===== src/rtl/trans_protocol_rx.sv =====
// trans_protocol_rx: serial receive stage; recovers DATA_W-bit packet words from a one-bit-per-clock stream
// Ports:
//   clk, rst_n (async, active-low)   S_Data: serial line, idles low   rx_ack: core consumed RX_Data
//   RX_Data: recovered word, first bit in MSB   pkt_type: RX_Data top 3 bits
//   rx_valid: word held until rx_ack   busy: frame shifting in   overrun: 1-cycle pulse, word lost
// Optional macro RX_SYNC_EN: 2-flop synchronizer on S_Data (all latencies +2 cycles).
module trans_protocol_rx #(
  parameter int DATA_W = 55,
  parameter int CNT_W  = 6
) (
  input  logic              clk,
  input  logic              rst_n,
  input  logic              S_Data,
  input  logic              rx_ack,
  output logic [DATA_W-1:0] RX_Data,
  output logic [2:0]        pkt_type,
  output logic              rx_valid,
  output logic              busy,
  output logic              overrun
);
  typedef enum logic [1:0] {IDLE, ARMED, SHIFT, DONE} state_t;
  state_t            r_state;
  logic [CNT_W-1:0]  r_cnt;
  logic [DATA_W-1:0] r_shadow;
  logic              w_sd;
  logic              w_last;
`ifdef RX_SYNC_EN
  logic [1:0] r_sync;
  always_ff @(posedge clk or negedge rst_n)
    if (!rst_n) r_sync <= '0;
    else r_sync <= {r_sync[0], S_Data};
  assign w_sd = r_sync[1];
`else
  assign w_sd = S_Data;
`endif
  assign pkt_type = RX_Data[DATA_W-1 -: 3];
  assign w_last   = r_cnt == CNT_W'(DATA_W-1);
  always_ff @(posedge clk or negedge rst_n) begin
    if (!rst_n) begin
      r_state  <= IDLE;
      r_cnt    <= '0;
      r_shadow <= '0;
      RX_Data  <= '0;
      rx_valid <= 1'b0;
      busy     <= 1'b0;
      overrun  <= 1'b0;
    end else begin
      overrun <= 1'b0;
      if (rx_ack) rx_valid <= 1'b0;
      case (r_state)
        IDLE: r_state <= w_sd ? IDLE : ARMED;
        ARMED: if (w_sd) begin
          r_state <= SHIFT;
          r_cnt   <= '0;
          busy    <= 1'b1;
        end
        SHIFT: begin
          r_shadow <= {r_shadow[DATA_W-2:0], w_sd};
          r_cnt    <= w_last ? '0 : r_cnt + CNT_W'(1);
          if (w_last) r_state <= DONE;
        end
        DONE: begin
          // load beats a coincident rx_ack; only an unacknowledged held word is an overrun
          RX_Data  <= r_shadow;
          rx_valid <= 1'b1;
          busy     <= 1'b0;
          overrun  <= rx_valid && !rx_ack;
          // the line is evaluated as in IDLE so a back-to-back sync "0" is not lost
          r_state  <= w_sd ? IDLE : ARMED;
        end
        default: r_state <= IDLE;
      endcase
    end
  end
endmodule


===== config.mk =====
export PLATFORM = sky130hd
export DESIGN_NAME = trans_protocol_rx
export DESIGN_NICKNAME = d
export VERILOG_FILES = /design/src/rtl/trans_protocol_rx.sv
export SDC_FILE = /design/constraint.sdc
export NUM_CORES = 1
export LEC_CHECK = 0
export ABC_AREA = 1
export CAP_MARGIN = 20
export CORE_AREA = 3 3 98 100
export DETAILED_ROUTE_END_ITERATION = 10
export DIE_AREA = 0 0 101 103
export PLACE_DENSITY = 0.79
export SLEW_MARGIN = 25
export SYNTH_ARGS = -nofsm -noshare
export SYNTH_HDL_FRONTEND = slang
export SYNTH_SLANG_ARGS = --single-unit

===== constraint.sdc =====
create_clock -name clk -period 1.6 [get_ports clk]
set_input_delay 0.16 -clock clk [delete_from_list [all_inputs] [get_ports clk]]
set_output_delay 0.16 -clock clk [all_outputs]
set_load 0.005 [all_outputs]

---- Word level (Yosys, flattened, before mapping) ----
Index checks and enable logic that the tools add are counted.
operators by class
  eq/ne operators ......................... 6
  reduce and logical (&&, ||, !) cells .... 10
  mux-type cells .......................... 12
  $add $sub $neg .......................... 1
operators by type and width
  cell                   number
  $mux W6                2
  $pmux W6 S2            1
  $add A6 B1 Y6 const B  1
  $eq A6 B6 Y1 const B   1
  $pmux W2 S3            1
  $reduce_and A2 Y1      3
  $reduce_bool A2 Y1     3
  $mux W1                5
  $eq A2 B2 Y1 const B   2
  $mux W2                2
  $ne A2 B2 Y1 const B   2
  $eq A2 B1 Y1 const B   1
  $logic_not A2 Y1       1
  $pmux W1 S2            1
  $reduce_or A2 Y1       1
  $logic_and A1 B1 Y1    1
  $logic_not A1 Y1       1
storage, ports and cells
  input port bits ......................... 4
  logic and storage cells ................. 36
  output and inout bits ................... 61
  flip-flop bits (word level) ............. 121

---- Longest topological paths before layout ----
  depth after elaboration ................. 3
  gate-level depth with buffers ........... 9
  depth with buffers taken out ............ 8

---- Worst setup path before layout ----
No wires, ideal clock.
  path type ............................... reg2reg
  start point ............................. register r_state[0]
  end point ............................... register rx_valid
  clock period less this slack ............ 1.285 ns
  arrival ................................. 1.158 ns
  cell stages (with the launch flop) ...... 7
  buffers on the path ..................... 3
  data required time ...................... 1.473 ns
  setup time .............................. 0.127 ns
  slack ................................... 0.315 ns
  cell sequence ........................... dfrtp_1 -> ha_1 -> buf_4 -> inv_4 -> buf_4 -> buf_4 -> o21ai_0
between the ends
  longest elaborated chain between the ends .. 2
  elaborated cells on any way between the ends .. 3
  classes of those cells .................. eq/ne (1); mux (1); reduce/logical (1)
ends and longest elaborated chain
  what                                           line  RTL
  from (decl)                                    22    state_t r_state;
  from (signal assigned)                         51    IDLE: r_state <= w_sd ? IDLE : ARMED;
  from (signal assigned)                         69    r_state <= w_sd ? IDLE : ARMED;
  $eq A2 B2 Y1 *                                 50    case (r_state)
  $mux W1 or $reduce_bool A2 Y1 (tied branches)  -
  to (signal assigned)                           44    rx_valid <= 1'b0;
  to (signal assigned)                           49    if (rx_ack) rx_valid <= 1'b0;
  to (signal assigned)                           65    rx_valid <= 1'b1;
  to (decl)                                      17    output logic rx_valid,
Every way passes the cells marked *; elsewhere a longest branch is shown, timed or not.
A chain may end at the register's enable or synchronous reset.

---- Worst setup path in the final report ----
  start point ............................. register RX_Data[41]
  end point ............................... output port RX_Data[41]
RTL lines
  what                    line  RTL
  from (decl)             15    output logic [DATA_W-1:0] RX_Data,
  from (signal assigned)  64    RX_Data <= r_shadow;
No word-level cell between the ends.

==> metrics.cfg <==
[timing]
setup_viol = 0
finalCriticalPeriod_ns = 1.56
tightest_slew_ns = 0.371
drv_slew = 0
fin_crit_sh_pct = 97.6
final-hold-violation-count = 0
relSlewSlack_pct = 75.3
clock.fmax_mhz = 640
fin_worst_skew_ns = 0.00524

[critical_path]
criticalPathCategory = register to primary output
critical_path.slowest_cell = clkdlybuf4s50_1
worstPathCellList = clkdlybuf4s50_1
crit_path_end_kind = primary output
critPathBufInv = 1
crit_start = RX_Data[41]
max_stage_delay_ns = 0.52
cp.depth = 1
rr_endpoint = r_shadow[8]
crit_required_ns = 1.44
critPathArrivalTime_ns = 1.40
reg2reg_depth = 4
critPathCapture = RX_Data[41]
worstPathMaxFanout = 2
cp-start-kind = register
ff2ff_setup_slack_ns = 0.12
rr_startpoint = r_state[0]
crit_family = buffers and inverters

[floorplanning]
initial_utilization_pct = 53.9
die_y_um = 103
dieArea_mm2 = 0.0104
placementRows = 34
io_pins = 65
core_mm2 = 0.00876
die_w_um = 101

[flow_run]
cap_viol_max_count = 0

[placed_design]
routabilityCongestion = 0.744
io_buffer_count = 64
hpwl_mm = 6.07
placed_area_mm2 = 0.00548

[drt]
vias_per_cell = 5.12
ant_nets = 0
drt_iter0_drc = 179
routed_wl_mm = 9.83
avgRoutedWirePerCell_um = 14.3
vias = 3515
drc = 0
first_pass_iters = 4

[final_layout]
syn_to_final_growth_pct = 30.5
layout.nets = 576
diodes = 0
multi_input_area_mm2 = 0.00133
fillers = 620
seq_area_mm2 = 0.00303
final_core_util_pct = 70.3
finalInstanceArea_mm2 = 0.00616
layout-drive-gt1-share_pct = 8.64

[clock_tree]
htreeDepth = 4
cts_tree = done
clock_sinks = 121
cts_buffers = 17
clk_latency_ns = 0.51
cts.clk_slew.worst_paths_ns = 0.06
clockBufferDepth = 2
cts_root_buf = clkbuf_8

[run_status]
outcome = complete, no violations

[global_routing]
antenna_found_initial = 0
grt_max_degree = 46
grt_usage_pct = 20.3
grt_pass1_wl_mm = 16.4
grt_overflow_total = 0
first_global_vias = 3558

[synth]
yosys.area.top_type_share_pct = 64.2
ys_top_cells_by_area = dfrtp_1 64%, nand2_1 14%, o21ai_0 10%
ys_types = 24
synth_nets = 507
synth_cells = 497
synth_warnings = 0
avgSynthCellArea_um2 = 9.50
ys_ff_latch = 121
synth_top_cell_by_area = dfrtp_1
yosysSeqAreaShare_pct = 64.2
syn_area_mm2 = 0.00472

[power_and_ir_drop]
p_per_area_mw_per_mm2 = 1660
peakVddDrop_v = 0.00108
static-leakage-power_nw = 3.04

[min_path]
hold_class = input port to asynchronous set/reset pin

==> cell usage in the layout (no fill, tap or decap), types with 2 or more instances in the layout <==
| cell | instances |
|---|---|
| nand2_1 | 170 |
| dfrtp_1 | 121 |
| o21ai_0 | 95 |
| inv_1 | 54 |
| clkdlybuf4s50_1 | 53 |
| clkbuf_16 | 16 |
| buf_4 | 9 |
| dlymetal6s2s_1 | 9 |
| clkinvlp_4 | 6 |
| nand3_1 | 5 |
| ha_1 | 5 |
| bufinv_16 | 5 |
| nor2_1 | 4 |
| buf_12 | 4 |
| inv_4 | 2 |
| o21ai_1 | 2 |
| inv_6 | 2 |
==> cell type report <==
cell class                      count  area share [%]
Tap cell                          108            2.19
Clock inverter                     14            3.59
Multi-Input combinational cell    293            21.6
Clock buffer                       18            6.78
Inverter                           56            3.49
Sequential cell                   121            49.1
Timing Repair Buffer               77            13.1
==> sequential cells by signal (all words and copies together), names as in the netlist <==
name and cells:
rx_valid 1, r_shadow 55, RX_Data 55, r_state 2, r_cnt 6, overrun 1, busy 1
==> Yosys cell counts (all sizes together) <==
cell type	count
dfrtp	121
nand3	5
o22ai	1
ha	6
o21bai	1
clkbuf	12
buf	15
and2	1
xor2	1
nand2	170
nand3b	1
nor3	1
inv	56
o21ai	98
or2	1
nor2	5
a21oi	1
nand4	1
==> worst min path at each step <==
stage | startpoint | end | slack (ns) | cells after the start
2_1_floorplan | rst_n | RX_Data[0] | -0.14 | 0
3_3_place_gp | rst_n | RX_Data[47] | 0.07 | 1
3_5_place_dp | rst_n | RX_Data[49] | 0.07 | 1
4_1_cts | rst_n | RX_Data[49] | 0.07 | 2
5_1_grt | rst_n | RX_Data[45] | 0.09 | 2
6_report | rst_n | RX_Data[49] | 0.08 | 2
==> what timing repair did <==
action | 4_1_cts | 5_1_grt
hold buffers | 1 | 0
endpoints found under the hold margin | 121 | 0
setup buffers | 0 | 2
pin swaps | 0 | 0
resized for setup | 1 | 9
setup endpoints to repair | 1 | 12
==> power by group <==
| part | internal [mW] | total [mW] | switching (mW) |
|---|---|---|---|
| clock | 2.70 | 4.11 | 1.41 |
| sequential | 3.54 | 3.84 | 0.303 |
| combinational | 0.892 | 2.30 | 1.41 |
| total | 7.13 | 10.3 | 3.12 |
==> per-stage QoR <==
stage | setup TNS (ns) | power (mW) | setup slack, ns | hold WS [ns] | std cells
CTS | 0 | 10.3 | 0.00716 | 0.0695 | 685
floorplan | 0 | 5.26 | 0.315 | -0.136 | 497
global route | -0.0140 | 10.8 | -0.0137 | 0.0913 | 687
finish | 0 | 10.3 | 0.0377 | 0.0846 | 687
detailed placement | 0 | 6.17 | 0.202 | 0.0743 | 652
global placement | 0 | 6.05 | 0.273 | 0.0747 | 652
==> cells by family (layout without fill, tap and decap cells) <==
| kind of cell | after synthesis | after routing | synth area share, % |
|---|---|---|---|
| adders and majority gates | 6 | 6 | 1.59 |
| xor gates and xnor gates | 1 | 1 | 0.186 |
| DFF | 121 | 121 | 64.2 |
| AOI/OAI and AO/OA | 101 | 101 | 11.3 |
| and+or+nand+nor | 185 | 185 | 15.2 |
| buffers and inverters | 83 | 165 | 7.64 |
==> layer usage <==
metal | global-route usage, % | vias up | routed length, um
met3 | 6.77 | 11 | 538
met1 | 24.7 | 1719 | 4200
met4 | 7.46 | 0 | 93
met2 | 34.0 | 102 | 5000
met5 | 0 | - | 0
li1 | - | 1683 | -
(Power assumes the default switching activity.)
